[src/rtl/riscv_pkg.sv]
// Shared integer-core types: register index, x0 constant and the writeback request record.
package riscv_pkg;

   localparam int XLEN = 32;

   typedef logic [4:0] regidx_t;

   localparam regidx_t X0 = 5'd0;

   typedef struct packed {
      regidx_t          rd;
      logic [XLEN-1:0]  data;
   } wb_req_t;

   function automatic logic [31:0] rd_onehot(input regidx_t rd);
      logic [31:0] m;
      m     = '0;
      m[rd] = 1'b1;
      return m;
   endfunction

endpackage

[src/rtl/rf_writeback_arbiter_fifo.sv]
// Small synchronous FIFO of writeback requests; exposes per-slot valid bits and contents
// so the arbiter can build its pending-register mask.
module wb_fifo
   import riscv_pkg::*;
#(
   parameter int DEPTH = 2,
   parameter int CW    = $clog2(DEPTH + 1)
) (
   input  logic                  clk,
   input  logic                  rst_n,
   input  logic                  push,
   input  wb_req_t               push_data,
   input  logic                  pop,
   output wb_req_t               head,
   output logic [CW-1:0]         count,
   output logic                  full,
   output logic                  empty,
   output logic [DEPTH-1:0]      entry_valid,
   output wb_req_t [DEPTH-1:0]   entries
);

   localparam int PW = $clog2(DEPTH);

   logic [PW-1:0]        wr_ptr;
   logic [PW-1:0]        rd_ptr;
   wb_req_t [DEPTH-1:0]  mem;
   logic [DEPTH-1:0]     vld;
   logic                 do_push;
   logic                 do_pop;

   // A push into a full FIFO is refused even when a pop frees a slot the same cycle.
   assign do_push = push && !full;
   assign do_pop  = pop && !empty;

   always_ff @(posedge clk or negedge rst_n) begin
      if (!rst_n) begin
         wr_ptr <= '0;
         rd_ptr <= '0;
         count  <= '0;
         vld    <= '0;
         mem    <= '0;
      end else begin
         if (do_push) begin
            mem[wr_ptr] <= push_data;
            vld[wr_ptr] <= 1'b1;
            wr_ptr      <= wr_ptr + PW'(1);
         end
         if (do_pop) begin
            vld[rd_ptr] <= 1'b0;
            rd_ptr      <= rd_ptr + PW'(1);
         end
         case ({do_push, do_pop})
            2'b10:   count <= count + CW'(1);
            2'b01:   count <= count - CW'(1);
            default: count <= count;
         endcase
      end
   end

   assign full        = (count == CW'(DEPTH));
   assign empty       = (count == '0);
   assign head        = mem[rd_ptr];
   assign entry_valid = vld;
   assign entries     = mem;

endmodule

[src/rtl/rf_writeback_arbiter.sv]
// Regfile write-port arbiter: pipeline writes win, long-latency writes queue in a FIFO.
// Optional starvation monitor enabled by defining WB_STARVE_CHK_EN.
module rf_writeback_arbiter
   import riscv_pkg::*;
#(
   parameter int XLEN         = riscv_pkg::XLEN,
   parameter int DEPTH        = 2,
   parameter int STARVE_LIMIT = 16
) (
   input  logic                         clk,
   input  logic                         rst_n,
   input  logic                         pipe_valid,
   input  logic [4:0]                   pipe_rd,
   input  logic [XLEN-1:0]              pipe_data,
   input  logic                         ll_valid,
   output logic                         ll_ready,
   input  logic [4:0]                   ll_rd,
   input  logic [XLEN-1:0]              ll_data,
   output logic                         rf_we,
   output logic [4:0]                   rf_waddr,
   output logic [XLEN-1:0]              rf_wdata,
   output logic [31:0]                  pending_mask,
`ifdef WB_STARVE_CHK_EN
   output logic [$clog2(DEPTH+1)-1:0]   fifo_count,
   output logic                         starve_err
`else
   output logic [$clog2(DEPTH+1)-1:0]   fifo_count
`endif
);

   if (XLEN != riscv_pkg::XLEN || DEPTH < 2 || (DEPTH & (DEPTH - 1)) != 0 || STARVE_LIMIT < 1) begin : g_param_check
      $error("rf_writeback_arbiter: unsupported parameter combination");
   end

   wb_req_t              head;
   wb_req_t              push_req;
   wb_req_t [DEPTH-1:0]  entries;
   logic [DEPTH-1:0]     entry_valid;
   logic                 full;
   logic                 empty;
   logic                 pipe_take;
   logic                 ll_live;
   logic                 pop;
   logic                 bypass;
   logic                 push;

   assign ll_ready  = rst_n && !full;
   assign pipe_take = pipe_valid && (pipe_rd != X0);
   assign ll_live   = ll_valid && ll_ready && (ll_rd != X0);
   assign pop       = !pipe_take && !empty;
   assign bypass    = !pipe_take && empty && ll_live;
   assign push      = ll_live && !bypass;
   assign push_req  = '{rd: ll_rd, data: ll_data};

   wb_fifo #(.DEPTH(DEPTH)) u_fifo (
      .clk         (clk),
      .rst_n       (rst_n),
      .push        (push),
      .push_data   (push_req),
      .pop         (pop),
      .head        (head),
      .count       (fifo_count),
      .full        (full),
      .empty       (empty),
      .entry_valid (entry_valid),
      .entries     (entries)
   );

   // Only entries still in the FIFO are pending; once in the output register the regfile bypass covers them.
   always_comb begin
      pending_mask = '0;
      for (int i = 0; i < DEPTH; i++) begin
         if (entry_valid[i]) pending_mask = pending_mask | rd_onehot(entries[i].rd);
      end
   end

   always_ff @(posedge clk or negedge rst_n) begin
      if (!rst_n) begin
         rf_we    <= 1'b0;
         rf_waddr <= '0;
         rf_wdata <= '0;
      end else if (pipe_take) begin
         rf_we    <= 1'b1;
         rf_waddr <= pipe_rd;
         rf_wdata <= pipe_data;
      end else if (pop) begin
         rf_we    <= 1'b1;
         rf_waddr <= head.rd;
         rf_wdata <= head.data;
      end else if (bypass) begin
         rf_we    <= 1'b1;
         rf_waddr <= ll_rd;
         rf_wdata <= ll_data;
      end else begin
         rf_we    <= 1'b0;
      end
   end

`ifdef WB_STARVE_CHK_EN
   localparam int SW = $clog2(STARVE_LIMIT + 1);

   logic [SW-1:0] wait_cnt;

   // Outside empty/pop the slot went to the pipeline while a head waited.
   always_ff @(posedge clk or negedge rst_n) begin
      if (!rst_n) begin
         wait_cnt   <= '0;
         starve_err <= 1'b0;
      end else if (empty || pop) begin
         wait_cnt   <= '0;
      end else begin
         if (int'(wait_cnt) < STARVE_LIMIT) wait_cnt <= wait_cnt + SW'(1);
         if (int'(wait_cnt) + 1 >= STARVE_LIMIT && !starve_err) begin
            starve_err <= 1'b1;
`ifdef SIM
            $display("WB: starve x%0d", head.rd);
`endif
         end
      end
   end
`endif

endmodule

[config.mk]
export PLATFORM = sky130hd
export DESIGN_NAME = rf_writeback_arbiter
export DESIGN_NICKNAME = d
export VERILOG_FILES = /design/src/rtl/riscv_pkg.sv /design/src/rtl/rf_writeback_arbiter_fifo.sv /design/src/rtl/rf_writeback_arbiter.sv
export SDC_FILE = /design/constraint.sdc
export NUM_CORES = 1
export LEC_CHECK = 0
export ABC_AREA = 0
export BUFFER_PORTS_ARGS = -buffer_cell sky130_fd_sc_hd__buf_4
export CAP_MARGIN = 15
export CORE_AREA = 2 2 146 119
export CTS_BUF_LIST = sky130_fd_sc_hd__clkbuf_4 sky130_fd_sc_hd__clkbuf_8
export DETAILED_ROUTE_END_ITERATION = 10
export DIE_AREA = 0 0 148 121
export GPL_TIMING_DRIVEN = 0
export PLACE_DENSITY = 0.71
export SLEW_MARGIN = 30
export SYNTH_ARGS = -nofsm -noshare
export SYNTH_HDL_FRONTEND = slang
export SYNTH_HIERARCHICAL = 1
export SYNTH_SLANG_ARGS = --single-unit
[constraint.sdc]
create_clock -name clk -period 2.7 [get_ports clk]
set_input_delay 0.135 -clock clk [delete_from_list [all_inputs] [get_ports clk]]
set_output_delay 0.135 -clock clk [all_outputs]
set_load 0.05 [all_outputs]
# After elaboration in Yosys (flattened, before gate mapping)
# Cells that the tools add are included.
dict set report totals {
  reg_bits 118
  in_bits 78
  output_inout_bits 73
  wordCells 80
}
dict set report op_classes {
  add_sub_neg 4
  order_cmp 8
  n_eq_ne 3
  mux 27
  bitwise 4
  n_reduce_logical 23
}
# cell count
set op_table {}
lappend op_table {{$mux 32} 5}
lappend op_table {{$mux 37} 3}
lappend op_table {{$bwmux 74} 1}
lappend op_table {{$demux 37 s1} 1}
lappend op_table {{$or 32x32->32} 1}
lappend op_table {{$mux 5} 3}
lappend op_table {{$logic_and 1x1->1} 14}
lappend op_table {{$lt 5x6->1 const B} 2}
lappend op_table {{$demux 1 s5} 2}
lappend op_table {{$ge 5x1->1 const B} 2}
lappend op_table {{$reduce_bool 5->1} 2}
lappend op_table {{$mux 1} 7}
lappend op_table {{$eq 2x2->1 const B} 2}
lappend op_table {{$logic_not 1->1} 4}
lappend op_table {{$lt 1x2->1 const B} 2}
lappend op_table {{$mux 2} 2}
lappend op_table {{$pmux 2 s2} 1}
lappend op_table {{$reduce_bool 3->1} 1}
lappend op_table {{$add 1x1->1 const B} 2}
lappend op_table {{$add 2x1->2 const B} 1}
lappend op_table {{$and 2x2->2} 1}
lappend op_table {{$demux 1 s1} 2}
lappend op_table {{$eq 2x1->1 const B} 1}
lappend op_table {{$ge 1x1->1 const B} 2}
lappend op_table {{5 further kinds} 5}

# Longest topological paths before layout
# Gate-level depths: netlist of run 1.
dict set report depth {
  depth_word 12
  mapped_depth 11
  mapped_depth_nobuf 10
}

# Modules after synthesis
# The synthesis of run 1 kept the hierarchy.
# mod instances cells_each area_each_um2 seq_area_each_um2
set by_module_without_submodules {}
lappend by_module_without_submodules {wb_fifo 1 220 3523.4 2001.9}
lappend by_module_without_submodules {rf_writeback_arbiter 1 319 2960.3 950.9}

# Worst setup path after synthesis of run 1
# No wires, ideal clock.
dict set report synth_timing {
  kind {register -> register}
  startpoint {register u_fifo.count[0]}
  endpoint {register u_fifo.mem, in the netlist u_fifo/entries[26]}
  setup_time_ns 0.127
  arrival_time_ns 3.205
  required_ns 2.573
  path_slack_ns -0.633
  path_stages_with_launch 11
  n_path_buf 3
  synth_period_minus_slack_ns 3.333
  path_cell_list {dfrtp_1 -> nand2b_4 -> inv_2 -> nor2b_1 -> o211ai_4 -> buf_2 -> a21oi_1 -> nor3b_2 -> buf_6 -> buf_8 -> mux2_1}
}
dict set report synth_via {
  elab_chain_cells 9
  elab_cells_between_ends 11
  cone_classes {eq/ne: 1; reduce/logical: 10}
}
# element line_no
set synth_rtl {}
lappend synth_rtl {{start, declared} rf_writeback_arbiter_fifo.sv:15} ;# output logic [CW-1:0] count,
lappend synth_rtl {{start signal, assigned} rf_writeback_arbiter_fifo.sv:53} ;# 2'b10: count <= count + CW'(1);
lappend synth_rtl {{start signal, assigned} rf_writeback_arbiter_fifo.sv:54} ;# 2'b01: count <= count - CW'(1);
lappend synth_rtl {{start signal, assigned} rf_writeback_arbiter_fifo.sv:55} ;# default: count <= count;
lappend synth_rtl {{$eq 2x2->1 *} rf_writeback_arbiter_fifo.sv:60} ;# assign full = (count == CW'(DEPTH));
lappend synth_rtl {{named net full} rf_writeback_arbiter.sv:39} ;# logic full;
lappend synth_rtl {{$logic_not 1->1 *} rf_writeback_arbiter.sv:47} ;# assign ll_ready = rst_n && !full;
lappend synth_rtl {{$logic_and 1x1->1 *} rf_writeback_arbiter.sv:47}
lappend synth_rtl {{named net ll_ready} rf_writeback_arbiter.sv:16} ;# output logic ll_ready,
lappend synth_rtl {{$logic_and 1x1->1 * (2 in series)} rf_writeback_arbiter.sv:49} ;# assign ll_live = ll_valid && ll_ready && (ll_rd != X0);
lappend synth_rtl {{$logic_and 1x1->1} rf_writeback_arbiter.sv:51} ;# assign bypass = !pipe_take && empty && ll_live;
lappend synth_rtl {{$logic_not 1->1} rf_writeback_arbiter.sv:52} ;# assign push = ll_live && !bypass;
lappend synth_rtl {{$logic_and 1x1->1 *} rf_writeback_arbiter.sv:52}
lappend synth_rtl {{named net push} rf_writeback_arbiter.sv:45} ;# logic push;
lappend synth_rtl {{$logic_and 1x1->1 *} rf_writeback_arbiter_fifo.sv:32} ;# assign do_push = push && !full;
lappend synth_rtl {{end signal, assigned by index} rf_writeback_arbiter_fifo.sv:44} ;# mem[wr_ptr] <= push_data;
lappend synth_rtl {{end, declared} rf_writeback_arbiter_fifo.sv:26} ;# wb_req_t [DEPTH-1:0] mem;
# The timed path passes the listed nets; every way through them passes the cells marked *.
# A chain may end at the register's enable or synchronous reset.

# Final worst setup path of run 1
dict set report layout_timing {
  startpoint {register u_fifo.count[1]}
  endpoint {register u_fifo.mem, in the netlist u_fifo/entries[49]}
}
dict set report layout_via {
  elab_cells_between_ends 11
  cone_classes {eq/ne: 1; reduce/logical: 10}
}
# element line_no
set layout_rtl {}
lappend layout_rtl {{$logic_not 2->1} rf_writeback_arbiter_fifo.sv:61} ;# assign empty = (count == '0);
lappend layout_rtl {{named net empty} rf_writeback_arbiter.sv:40} ;# logic empty;
lappend layout_rtl {{$logic_and 1x1->1 (2 in series)} rf_writeback_arbiter.sv:51}
lappend layout_rtl {{$logic_not 1->1} rf_writeback_arbiter.sv:52}
lappend layout_rtl {{$logic_and 1x1->1} rf_writeback_arbiter.sv:52}
lappend layout_rtl {{named net push} rf_writeback_arbiter.sv:45}
lappend layout_rtl {{$logic_and 1x1->1} rf_writeback_arbiter_fifo.sv:32}
# The timed path passes the listed nets, and every way through them passes these cells.

==> results.md, run 1 <==
* Result of the run: complete, no violations
* Critical path's most frequent cell: sky130_fd_sc_hd__buf_4
* Power density over the cells at 1170 mW/mm^2
* Fmax at 392 MHz
* Post-synthesis cell type with the largest combined area: sky130_fd_sc_hd__dfrtp_1
* Largest stage delay on the critical path at 0.47 ns
* Top delay family on crit path: buffers and inverters
* Buffers & Inverters on Critical Path at 4
* Pleak at 3.87 nW
* Critical Path, Cell by Cell: nor2_2, clkbuf_4, buf_4, a21oi_2, and3_1, buf_4, buf_6, mux2_1
* Hold/Removal Path Class: input pin to flip-flop
* Max_slew headroom at 45.5%
* CTS tree: yes
* Largest voltage drop on the vdd net at 885 uV
* Period utilisation layout at 94.4%
* Width of the die at 148 um
* Post-synthesis cell type count at 43
* Ys Warns at 6
* DIE AREA at 0.0179 mm^2
* Layout net count at 856
* Layout Area Growth over Synthesis at 40.5%
* Vert. Die Dim at 121 um
* Adder-Cell Fraction of Synth Area at 0.193%
* Core area at 0.0164 mm^2
* Total number of vias at 5471
* Initial Util at 39.5%
* Placed Cells incl. Taps at 910
* Vias in the first global route at 5541
* Clock buffer depth at 2
* Count of placed standard cells in the final layout, fillers left out at 1007
* Number of storage elements in the synthesis netlist at 118
* Pre-antenna DRT Iters at 5
* Xor/xnor share of the synthesized area at 0.675%
* Portion of netlist area occupied by mux cells at 21.8%
* Number of nets produced by synthesis at 618
* Critical path capture point type: flip-flop
* Share of final-layout standard cells stronger than drive strength 1 at 46.2%
* Syn Inst Count at 539
* Complex-gate fraction of the synthesized area at 14.5%
* Final setup violation count at 0
* Number of buffers added on ports at 150
* Type of origin of the critical path: flip-flop
* Post-synth EDFFs at 0
* Min Tclk post-route at 2.55 ns
* DRC at 0
* Number of levels in the clock H-tree at 4
* Final count of pins violating max slew at 0
* Worst endpoint required time at 3.02 ns
* Mean area per synthesized cell at 12.0 um^2
* Largest net degree at the start of global routing at 71
* Sequential fraction of the synthesis area at 45.5%
* Clock net sink count at 118
* Placed wire-length estimate at 13400 um
* Root buffer selected by CTS: sky130_fd_sc_hd__clkbuf_8
* Simple-Gate Fraction of Synth Area at 12.3%
* First-iteration detailed-routing DRC count at 275
* Master of the slowest instance on the critical path: sky130_fd_sc_hd__dfrtp_1
* Async SR Flop Fraction at 100%
* Floorplan row count at 42
* Post-Route Skew at 0.00915 ns
* Final Core Density at 55.6%
* Fraction of synthesized cell area taken by the top area cell type at 45.5%
* Path type of the worst setup path: flip-flop to flip-flop
* Final GP Congestion at 0.851
* Max capacitance violation total at 0
* Clock latency of the later-clocked register in the worst-skew pair at 0.44 ns
* Arrival time reported for the critical path endpoint at 2.87 ns
* Final global-route overflow total at 0
* Slew @ Worst Pin at 0.818 ns
* Remaining antenna violation count at 0
* Wire length of the first global-routing pass at 30300 um
* Leading register cell type out of synthesis: sky130_fd_sc_hd__dfrtp_1
* GRT Overall Usage at 22.0%
* Total count of hold-check failures in the final report at 0
* Most frequent cells in the layout: 156 x sky130_fd_sc_hd__buf_4, 117 x sky130_fd_sc_hd__dfrtp_1, 86 x sky130_fd_sc_hd__mux2_2
* Antenna violations before repair at 1
* Routed length per instance at 19.5 um
* Setup repair after global routing missed its margin: false
* Post-DR vias/cell at 5.43
* CTS clk-pin slew, worst paths at 0.07 ns
* Total standard cell area after synthesis at 0.00648 mm^2
* Most frequent standard cell in the layout excluding fill and tap cells: sky130_fd_sc_hd__buf_4
* Number of ports placed on the die boundary at 151
* Max Fanout on Critical Path at 19
* Final wirelength at 19600 um
* Number of buffers added by the clock tree synthesis step at 17
* Most area-consuming cells after synthesis: sky130_fd_sc_hd__dfrtp_1 46%, sky130_fd_sc_hd__mux2_2 15%, sky130_fd_sc_hd__mux2_4 3.5%
* Main combinational cell family by area after synthesis: multiplexers
[Yosys cell counts (4+ instances only)]
library cell and number:
sky130_fd_sc_hd__clkbuf_1 13, sky130_fd_sc_hd__a211oi_1 15, sky130_fd_sc_hd__nand2_1 10, sky130_fd_sc_hd__nor2_1 39, sky130_fd_sc_hd__o31ai_1 15, sky130_fd_sc_hd__nand4_1 32
sky130_fd_sc_hd__mux2_4 15, sky130_fd_sc_hd__o21ai_0 6, sky130_fd_sc_hd__mux2i_1 5, sky130_fd_sc_hd__buf_6 6, sky130_fd_sc_hd__buf_4 4, sky130_fd_sc_hd__nand3_1 4
sky130_fd_sc_hd__dfrtp_1 118, sky130_fd_sc_hd__xnor2_1 4, sky130_fd_sc_hd__nand3b_1 10, sky130_fd_sc_hd__mux2_1 15, sky130_fd_sc_hd__buf_12 4, sky130_fd_sc_hd__a211oi_2 17
sky130_fd_sc_hd__mux2_2 86, sky130_fd_sc_hd__buf_1 5, sky130_fd_sc_hd__o22ai_1 32, sky130_fd_sc_hd__buf_2 10, sky130_fd_sc_hd__o31ai_2 17, sky130_fd_sc_hd__nor2b_1 33
[per-layer routing]
metal / up-vias / part of all wire [%] / GRT usage [%]
met5: - / 0 / 0
met4: 0 / 2.1 / 7.62
met3: 28 / 6.0 / 4.66
met2: 213 / 47 / 35.6
met1: 2721 / 45 / 29.3
li1: 2509 / - / -
[final timing paths]
path	from	end	slack (ns)	cells after the start
worst max-delay path	u_fifo/count[1]	u_fifo/entries[49]	0.15	8
worst min-delay path	pipe_data[24]	rf_wdata[24]	0.02	3
worst max register to register	u_fifo/count[1]	u_fifo/entries[49]	0.15	8
worst min register to register	u_fifo/entries[30]	u_fifo/entries[30]	0.49	1
max in group asynchronous	rst_n	u_fifo/count[0]	1.26	7
min in group asynchronous	rst_n	u_fifo/entries[53]	0.60	6
[kinds of logic after synthesis]
group                      Yosys count
buffers and inverters               46
adders and majority gates            1
AOI/OAI and AO/OA                  108
muxes                              121
xor gates and xnor gates             5
and+or+nand+nor                    140
DFF                                118
[metrics by stage]
stage | hold WS (ns) | setup slack [ns] | TNS (ns) | cell area [um^2] | power (mW)
after global placement | 0.380 | -0.763 | -50.98 | 7900 | 8.70
final | 0.0202 | 0.151 | 0 | 9110 | 10.7
after detailed placement | 0.0701 | -0.529 | -30.86 | 7930 | 8.93
after floorplan | -0.161 | 0.0328 | 0 | 6490 | 7.32
after CTS | 0.000688 | 0.0530 | 0 | 9080 | 10.7
after global routing | 0.00289 | 0.0208 | 0 | 9110 | 11.2
[state kept, by name, indices dropped and copies added, names as in the netlist]
name,flops
u_fifo/rd_ptr,1
u_fifo/wr_ptr,1
rf_wdata,32
rf_we,1
u_fifo/entry_valid,2
u_fifo/entries,74
u_fifo/count,2
rf_waddr,5
[worst register-to-register path, cell delays in order, from the launching register on]
cell and delay, ns:
sky130_fd_sc_hd__dfrtp_1 0.47, sky130_fd_sc_hd__nor2_2 0.32, sky130_fd_sc_hd__clkbuf_4 0.32, sky130_fd_sc_hd__buf_4 0.31, sky130_fd_sc_hd__a21oi_2 0.12, sky130_fd_sc_hd__and3_1 0.19, sky130_fd_sc_hd__buf_4 0.20, sky130_fd_sc_hd__buf_6 0.17
sky130_fd_sc_hd__mux2_1 0.33
[power by group]
group,switching (mW),total (mW),internal (mW)
registers,0.663,3.33,2.67
logic,3.26,5.74,2.48
clock network,0.687,1.63,0.941
[what timing repair did]
action,CTS,global route
pin swaps,0,1
endpoints found under the setup margin,78,26
gates resized for setup,2,4
endpoints found under the hold margin,147,0
gates cloned,0,0
hold buffers,67,0
buffers inserted,0,2
[final cells by class]
type | instances | area [um^2]
antenna | 1 | 2.50
timing repair buffer | 220 | 1930
fill | 1372 | 7290
clock buffer | 24 | 318
buffer | 42 | 315
sequential | 118 | 2950
tap | 220 | 275
clock inverter | 4 | 70.1
inverter | 3 | 11.3
multi-input combinational | 375 | 3230
No activity file was read; power rests on OpenSTA's default activity.
==> inputs of run 2 (changes only) <==
CORE_AREA = 2 2 156 127   (was 2 2 146 119)
DIE_AREA = 0 0 158 129   (was 0 0 148 121)
PLACE_DENSITY = 0.64   (was 0.71)
SLEW_MARGIN = 20   (was 30)
==> results.md, run 2 (synthesized netlist as in run 1, its figures left out) <==
* Master of the slowest instance on the critical path: sky130_fd_sc_hd__or4_4
* Final setup margin at 0.145 ns
* Worst endpoint required time at 3.01 ns
* DRC at 0
* Total number of vias at 5516
* Sequential cell fraction of total power at 31.4%
* Net switching power at 4.61 mW
* Final global-route overflow total at 0
* Remaining antenna violation count at 0
* Fmax at 391 MHz
* Max capacitance violation total at 0
* Reg2reg start: u_fifo/count[0]
* Clock buffer depth at 2
* Number of ports placed on the die boundary at 151
* Setup slack of the worst register-to-register path at 0.18 ns
* Placed Cells incl. Taps at 948
* Routed length per instance at 18.9 um
* Number of levels in the clock H-tree at 4
* Pre-antenna DRT Iters at 5
* Hold/Removal Path Class: input pin to flip-flop
* Vias in the first global route at 5722
* Max_slew headroom at 42.7%
* Largest voltage drop on the vdd net at 744 uV
* Critical path's most frequent cell: sky130_fd_sc_hd__buf_4
* Clock latency of the later-clocked register in the worst-skew pair at 0.44 ns
* Vert. Die Dim at 129 um
* GRT Overall Usage at 19.7%
* Post-Route Skew at 0.0123 ns
* Placed wire-length estimate at 13800 um
* Setup repair after global routing missed its margin: false
* First-iteration detailed-routing DRC count at 503
* Layout net count at 861
* Period utilisation layout at 94.6%
* Flip-flop count of the largest register, all copies and words added at 74
* Largest net degree at the start of global routing at 79
* Root buffer selected by CTS: sky130_fd_sc_hd__clkbuf_8
* Floorplan row count at 45
* Min Tclk post-route at 2.56 ns
* Arrival time reported for the critical path endpoint at 2.87 ns
* Top delay family on crit path: buffers and inverters
* Critical Path, Cell by Cell: dlygate4sd3_1, buf_4, or4_4, o211ai_4, clkbuf_4, a21oi_1, and3_1, buf_4, buf_6, mux2_1
* Count of inserted antenna diode cells at 0
* Setup WS pre-CTS at -0.603 ns
* Final setup violation count at 0
* Clk pwr share at 14.6%
* CTS tree: yes
* Layout Area Growth over Synthesis at 40.9%
* Tightest hold margin at 0.0449 ns
* Most frequent cells in the layout: 155 x sky130_fd_sc_hd__buf_4, 117 x sky130_fd_sc_hd__dfrtp_1, 86 x sky130_fd_sc_hd__mux2_2
* Post-DR vias/cell at 5.24
* Switching fraction of total power at 43.4%
* Pint at 6.00 mW
* Clock net sink count at 118
* Most frequent standard cell in the layout excluding fill and tap cells: sky130_fd_sc_hd__buf_4
* Final count of pins violating max slew at 0
* Total count of hold-check failures in the final report at 0
* Antenna violations before repair at 0
* Share of final-layout standard cells stronger than drive strength 1 at 45.6%
* Critical path origin: ll_rd[2]
* Pleak at 3.87 nW
* Final wirelength at 19800 um
* Final GP Congestion at 0.841
* Largest stage delay on the critical path at 0.55 ns
* Max Fanout on Critical Path at 10
* Width of the die at 158 um
* Core area at 0.0188 mm^2
* Type of origin of the critical path: input pin
* Slew @ Worst Pin at 0.860 ns
* DIE AREA at 0.0204 mm^2
* Count of placed standard cells in the final layout, fillers left out at 1052
* CTS clk-pin slew, worst paths at 0.06 ns
* Power Total at 10.6 mW
* Power density over the cells at 1160 mW/mm^2
* Worst hold path startpoint: pipe_data[16]
* Number of buffers added by the clock tree synthesis step at 17
* Path type of the worst setup path: input pin to flip-flop
* Wire length of the first global-routing pass at 30500 um
* Result of the run: complete, no violations
* Buffers & Inverters on Critical Path at 5
* Critical path capture point type: flip-flop
* Number of buffers added on ports at 150
* Initial Util at 34.5%
* Comb power frac at 54.0%
run 2: cell count changes in the layout (fill, tap and decap cells not counted), moves of 2 or more:
cell                            delta
sky130_fd_sc_hd__buf_12            +2
sky130_fd_sc_hd__clkbuf_4          +5
sky130_fd_sc_hd__dlygate4sd3_1     +8
sky130_fd_sc_hd__clkbuf_8          -2
sky130_fd_sc_hd__buf_16            -4
run 2: worst reg2reg max path, cell delays in order (launching register included):
cell	delay [ns]
sky130_fd_sc_hd__dfrtp_2	0.45
sky130_fd_sc_hd__nand2b_4	0.17
sky130_fd_sc_hd__inv_2	0.06
sky130_fd_sc_hd__nor2b_4	0.16
sky130_fd_sc_hd__o211ai_4	0.11
sky130_fd_sc_hd__clkbuf_4	0.22
sky130_fd_sc_hd__a21oi_1	0.23
sky130_fd_sc_hd__nor3b_2	0.28
sky130_fd_sc_hd__buf_6	0.22
sky130_fd_sc_hd__buf_8	0.17
sky130_fd_sc_hd__mux2_1	0.34
run 2: timing repair:
item | CTS | global route
hold buffers | 73 | 0
setup buffers | 0 | 1
hold endpoints to repair | 145 | 0
setup endpoints to repair | 78 | 21
gates resized for setup | 2 | 3
pin swaps | 0 | 1
run 2: metrics by stage:
stage	instance area (um^2)	util (%)	setup TNS, ns
6_report	9130	48.6	0
2_1_floorplan	6490	-	0
3_5_place_dp	7970	42.4	-35.79
4_1_cts	9120	48.5	0
5_1_grt	9130	48.6	0
3_3_place_gp	7940	42.2	-54.31
run 2: final cells by class:
type                       instances  area [um^2]
sequential                       118         2950
clock buffer                      27          328
tap                              258          323
clock inverter                     4         45.0
inverter                           3         11.3
timing repair buffer             225         1930
fill                            1701         9670
buffer                            42          315
multi-input combinational        375         3220
run 2: final timing paths:
kind	endpoint	cells past startpoint
setup / recovery	u_fifo/entries[52]	10
min in group asynchronous	rf_wdata[13]	4
hold reg to reg	u_fifo/entries[27]	1
setup reg to reg	u_fifo/entries[30]	10
max in group asynchronous	u_fifo/entries[38]	5
hold / removal	rf_wdata[16]	3
run 2: routing by layer:
| layer | track usage, % | wire, um | vias to the layer above |
|---|---|---|---|
| met5 | 0 | 0 | - |
| met4 | 5.78 | 264 | 0 |
| met3 | 5.39 | 1130 | 32 |
| met2 | 33.3 | 9520 | 233 |
| met1 | 24.7 | 8910 | 2741 |
| li1 | - | - | 2510 |
run 2: power groups by stage:
stage	Combinational, mW	Clock (mW)	Sequential [mW]
3_3_place_gp	5.48	0	3.25
3_5_place_dp	5.61	0	3.34
4_1_cts	5.72	1.58	3.32
6_report	5.73	1.55	3.34
2_1_floorplan	3.10	0	4.21
5_1_grt	6.04	1.67	3.45
==> inputs of run 3 (changes only) <==
clock period = 2.8 ns   (was 2.7 ns; I/O delays follow)
==> results.md, run 3 (synthesized netlist as in run 1, its figures left out) <==
* Result of the run: complete, no violations
* CTS clk-pin slew, worst paths at 0.08 ns
* Placed Cells incl. Taps at 948
* Final setup margin at 0.178 ns
* Width of the die at 158 um
* Final wirelength at 19900 um
* Fmax at 381 MHz
* Vert. Die Dim at 129 um
* Total number of vias at 5404
* Clock latency of the later-clocked register in the worst-skew pair at 0.45 ns
* Initial Util at 34.5%
* Antenna violations before repair at 0
* Final global-route overflow total at 0
* Count of inserted antenna diode cells at 0
* DRC at 0
* Period utilisation layout at 93.6%
* Hold/Removal Path Class: input pin to flip-flop
* Path type of the worst setup path: flip-flop to flip-flop
* Max Fanout on Critical Path at 10
* Pre-antenna DRT Iters at 4
* Arrival time reported for the critical path endpoint at 2.95 ns
* Total count of hold-check failures in the final report at 0
* Setup WS pre-CTS at -0.753 ns
* Wire length of the first global-routing pass at 31000 um
* GRT Overall Usage at 19.8%
* Min Tclk post-route at 2.62 ns
* Routed length per instance at 19.2 um
* Root buffer selected by CTS: sky130_fd_sc_hd__clkbuf_8
* Remaining antenna violation count at 0
* First-iteration detailed-routing DRC count at 494
* DIE AREA at 0.0204 mm^2
* Layout net count at 848
* Clock buffer depth at 2
* Fillcell total at 1729
* Largest net degree at the start of global routing at 63
* Slew @ Worst Pin at 0.852 ns
* Final Core Density at 48.0%
* Design Area, Final at 0.00903 mm^2
* Core area at 0.0188 mm^2
* Final setup violation count at 0
* Type of origin of the critical path: flip-flop
* Floorplan row count at 45
* Power density over the cells at 1150 mW/mm^2
* Flip-flop count of the largest register, all copies and words added at 74
* Post-Route Skew at 0.0164 ns
* Largest voltage drop on the vdd net at 898 uV
* Most frequent cells in the layout: 156 x sky130_fd_sc_hd__buf_4, 118 x sky130_fd_sc_hd__dfrtp_1, 86 x sky130_fd_sc_hd__mux2_2
* Layout Area Growth over Synthesis at 39.3%
* Clock net sink count at 118
* Number of buffers added by the clock tree synthesis step at 17
* Final GP Congestion at 0.840
* Post-DR vias/cell at 5.21
* Number of levels in the clock H-tree at 4
* Most frequent standard cell in the layout excluding fill and tap cells: sky130_fd_sc_hd__buf_4
* Setup repair after global routing missed its margin: false
* Count of placed standard cells in the final layout, fillers left out at 1038
* Share of final-layout standard cells stronger than drive strength 1 at 45.9%
* Max capacitance violation total at 0
* Placed wire-length estimate at 13900 um
* Final count of pins violating max slew at 0
* Number of buffers added on ports at 150
* Vias in the first global route at 5712
* Worst endpoint required time at 3.13 ns
* CTS tree: yes
* Number of ports placed on the die boundary at 151
* Critical path capture point type: flip-flop
* Cell area reported after detailed placement at 0.00797 mm^2
* Max_slew headroom at 43.2%
* Pleak at 3.82 nW
-- run 3: cell types whose count changed in the layout (fill, tap and decap cells not counted), moves of 2 or more --
cell and change:
sky130_fd_sc_hd__buf_12 -2, sky130_fd_sc_hd__bufinv_16 +2, sky130_fd_sc_hd__clkbuf_4 -6, sky130_fd_sc_hd__clkinvlp_4 +2
sky130_fd_sc_hd__dlygate4sd3_1 -12
-- run 3: metal layers --
metal	wire length [um]	share of wire, %	global-route usage [%]	up-vias
met5	0	0	0	-
met4	263	1.3	5.03	0
met3	1070	5.4	4.08	25
met2	9320	47	32.5	185
met1	9250	46	26.9	2706
li1	-	-	-	2488
-- run 3: through the flow --
stage	power, mW	hold slack, ns	setup TNS (ns)
after floorplan	7.05	-0.156	0
after global placement	8.42	0.384	-47.20
after detailed placement	8.64	0.178	-47.48
after CTS	10.4	0.000134	0
after global routing	10.9	0.00882	0
final	10.4	0.0174	0
-- run 3: path summary, 6_finish.rpt --
check	endpoint	cells past startpoint	start	slack, ns
setup / recovery	rf_waddr[3]	6	u_fifo/count[1]	0.18
hold / removal	rf_wdata[27]	3	pipe_data[27]	0.02
setup reg to reg	rf_waddr[3]	6	u_fifo/count[1]	0.18
hold reg to reg	u_fifo/entries[52]	1	u_fifo/entries[52]	0.49
max in group asynchronous	rf_waddr[4]	3	rst_n	2.22
min in group asynchronous	u_fifo/entries[58]	3	rst_n	0.24
-- run 3: layout make-up --
type | count | area, um^2 | area share [%]
plain buffers | 41 | 308 | 3.41
clock inverters | 8 | 124 | 1.37
clock buffers | 22 | 290 | 3.21
flip-flops and latches | 118 | 2950 | 32.7
well taps | 258 | 323 | 3.57
inverters | 3 | 11.3 | 0.125
repair buffers | 213 | 1810 | 20.0
multi-input cells | 375 | 3220 | 35.6
-- run 3: critical path, stage by stage (launching register included) --
cell                       delay, ns
sky130_fd_sc_hd__dfrtp_1        0.45
sky130_fd_sc_hd__nor2_1         0.44
sky130_fd_sc_hd__clkbuf_1       0.47
sky130_fd_sc_hd__clkbuf_1       0.52
sky130_fd_sc_hd__mux2i_1        0.26
sky130_fd_sc_hd__o21ai_0        0.10
sky130_fd_sc_hd__mux2_4         0.27
-- run 3: what timing repair did --
action	4_1_cts	5_1_grt
hold endpoints to repair	156	0
setup buffers	0	2
pin swaps	0	1
cloned	0	1
resized for setup	1	1
hold buffers	59	0
setup endpoints to repair	80	38
-- run 3: power breakdown --
group	switching, mW	internal (mW)	total (mW)
logic	3.14	2.36	5.50
registers	0.638	2.57	3.21
clock network	0.697	0.959	1.66
total	4.47	5.89	10.4
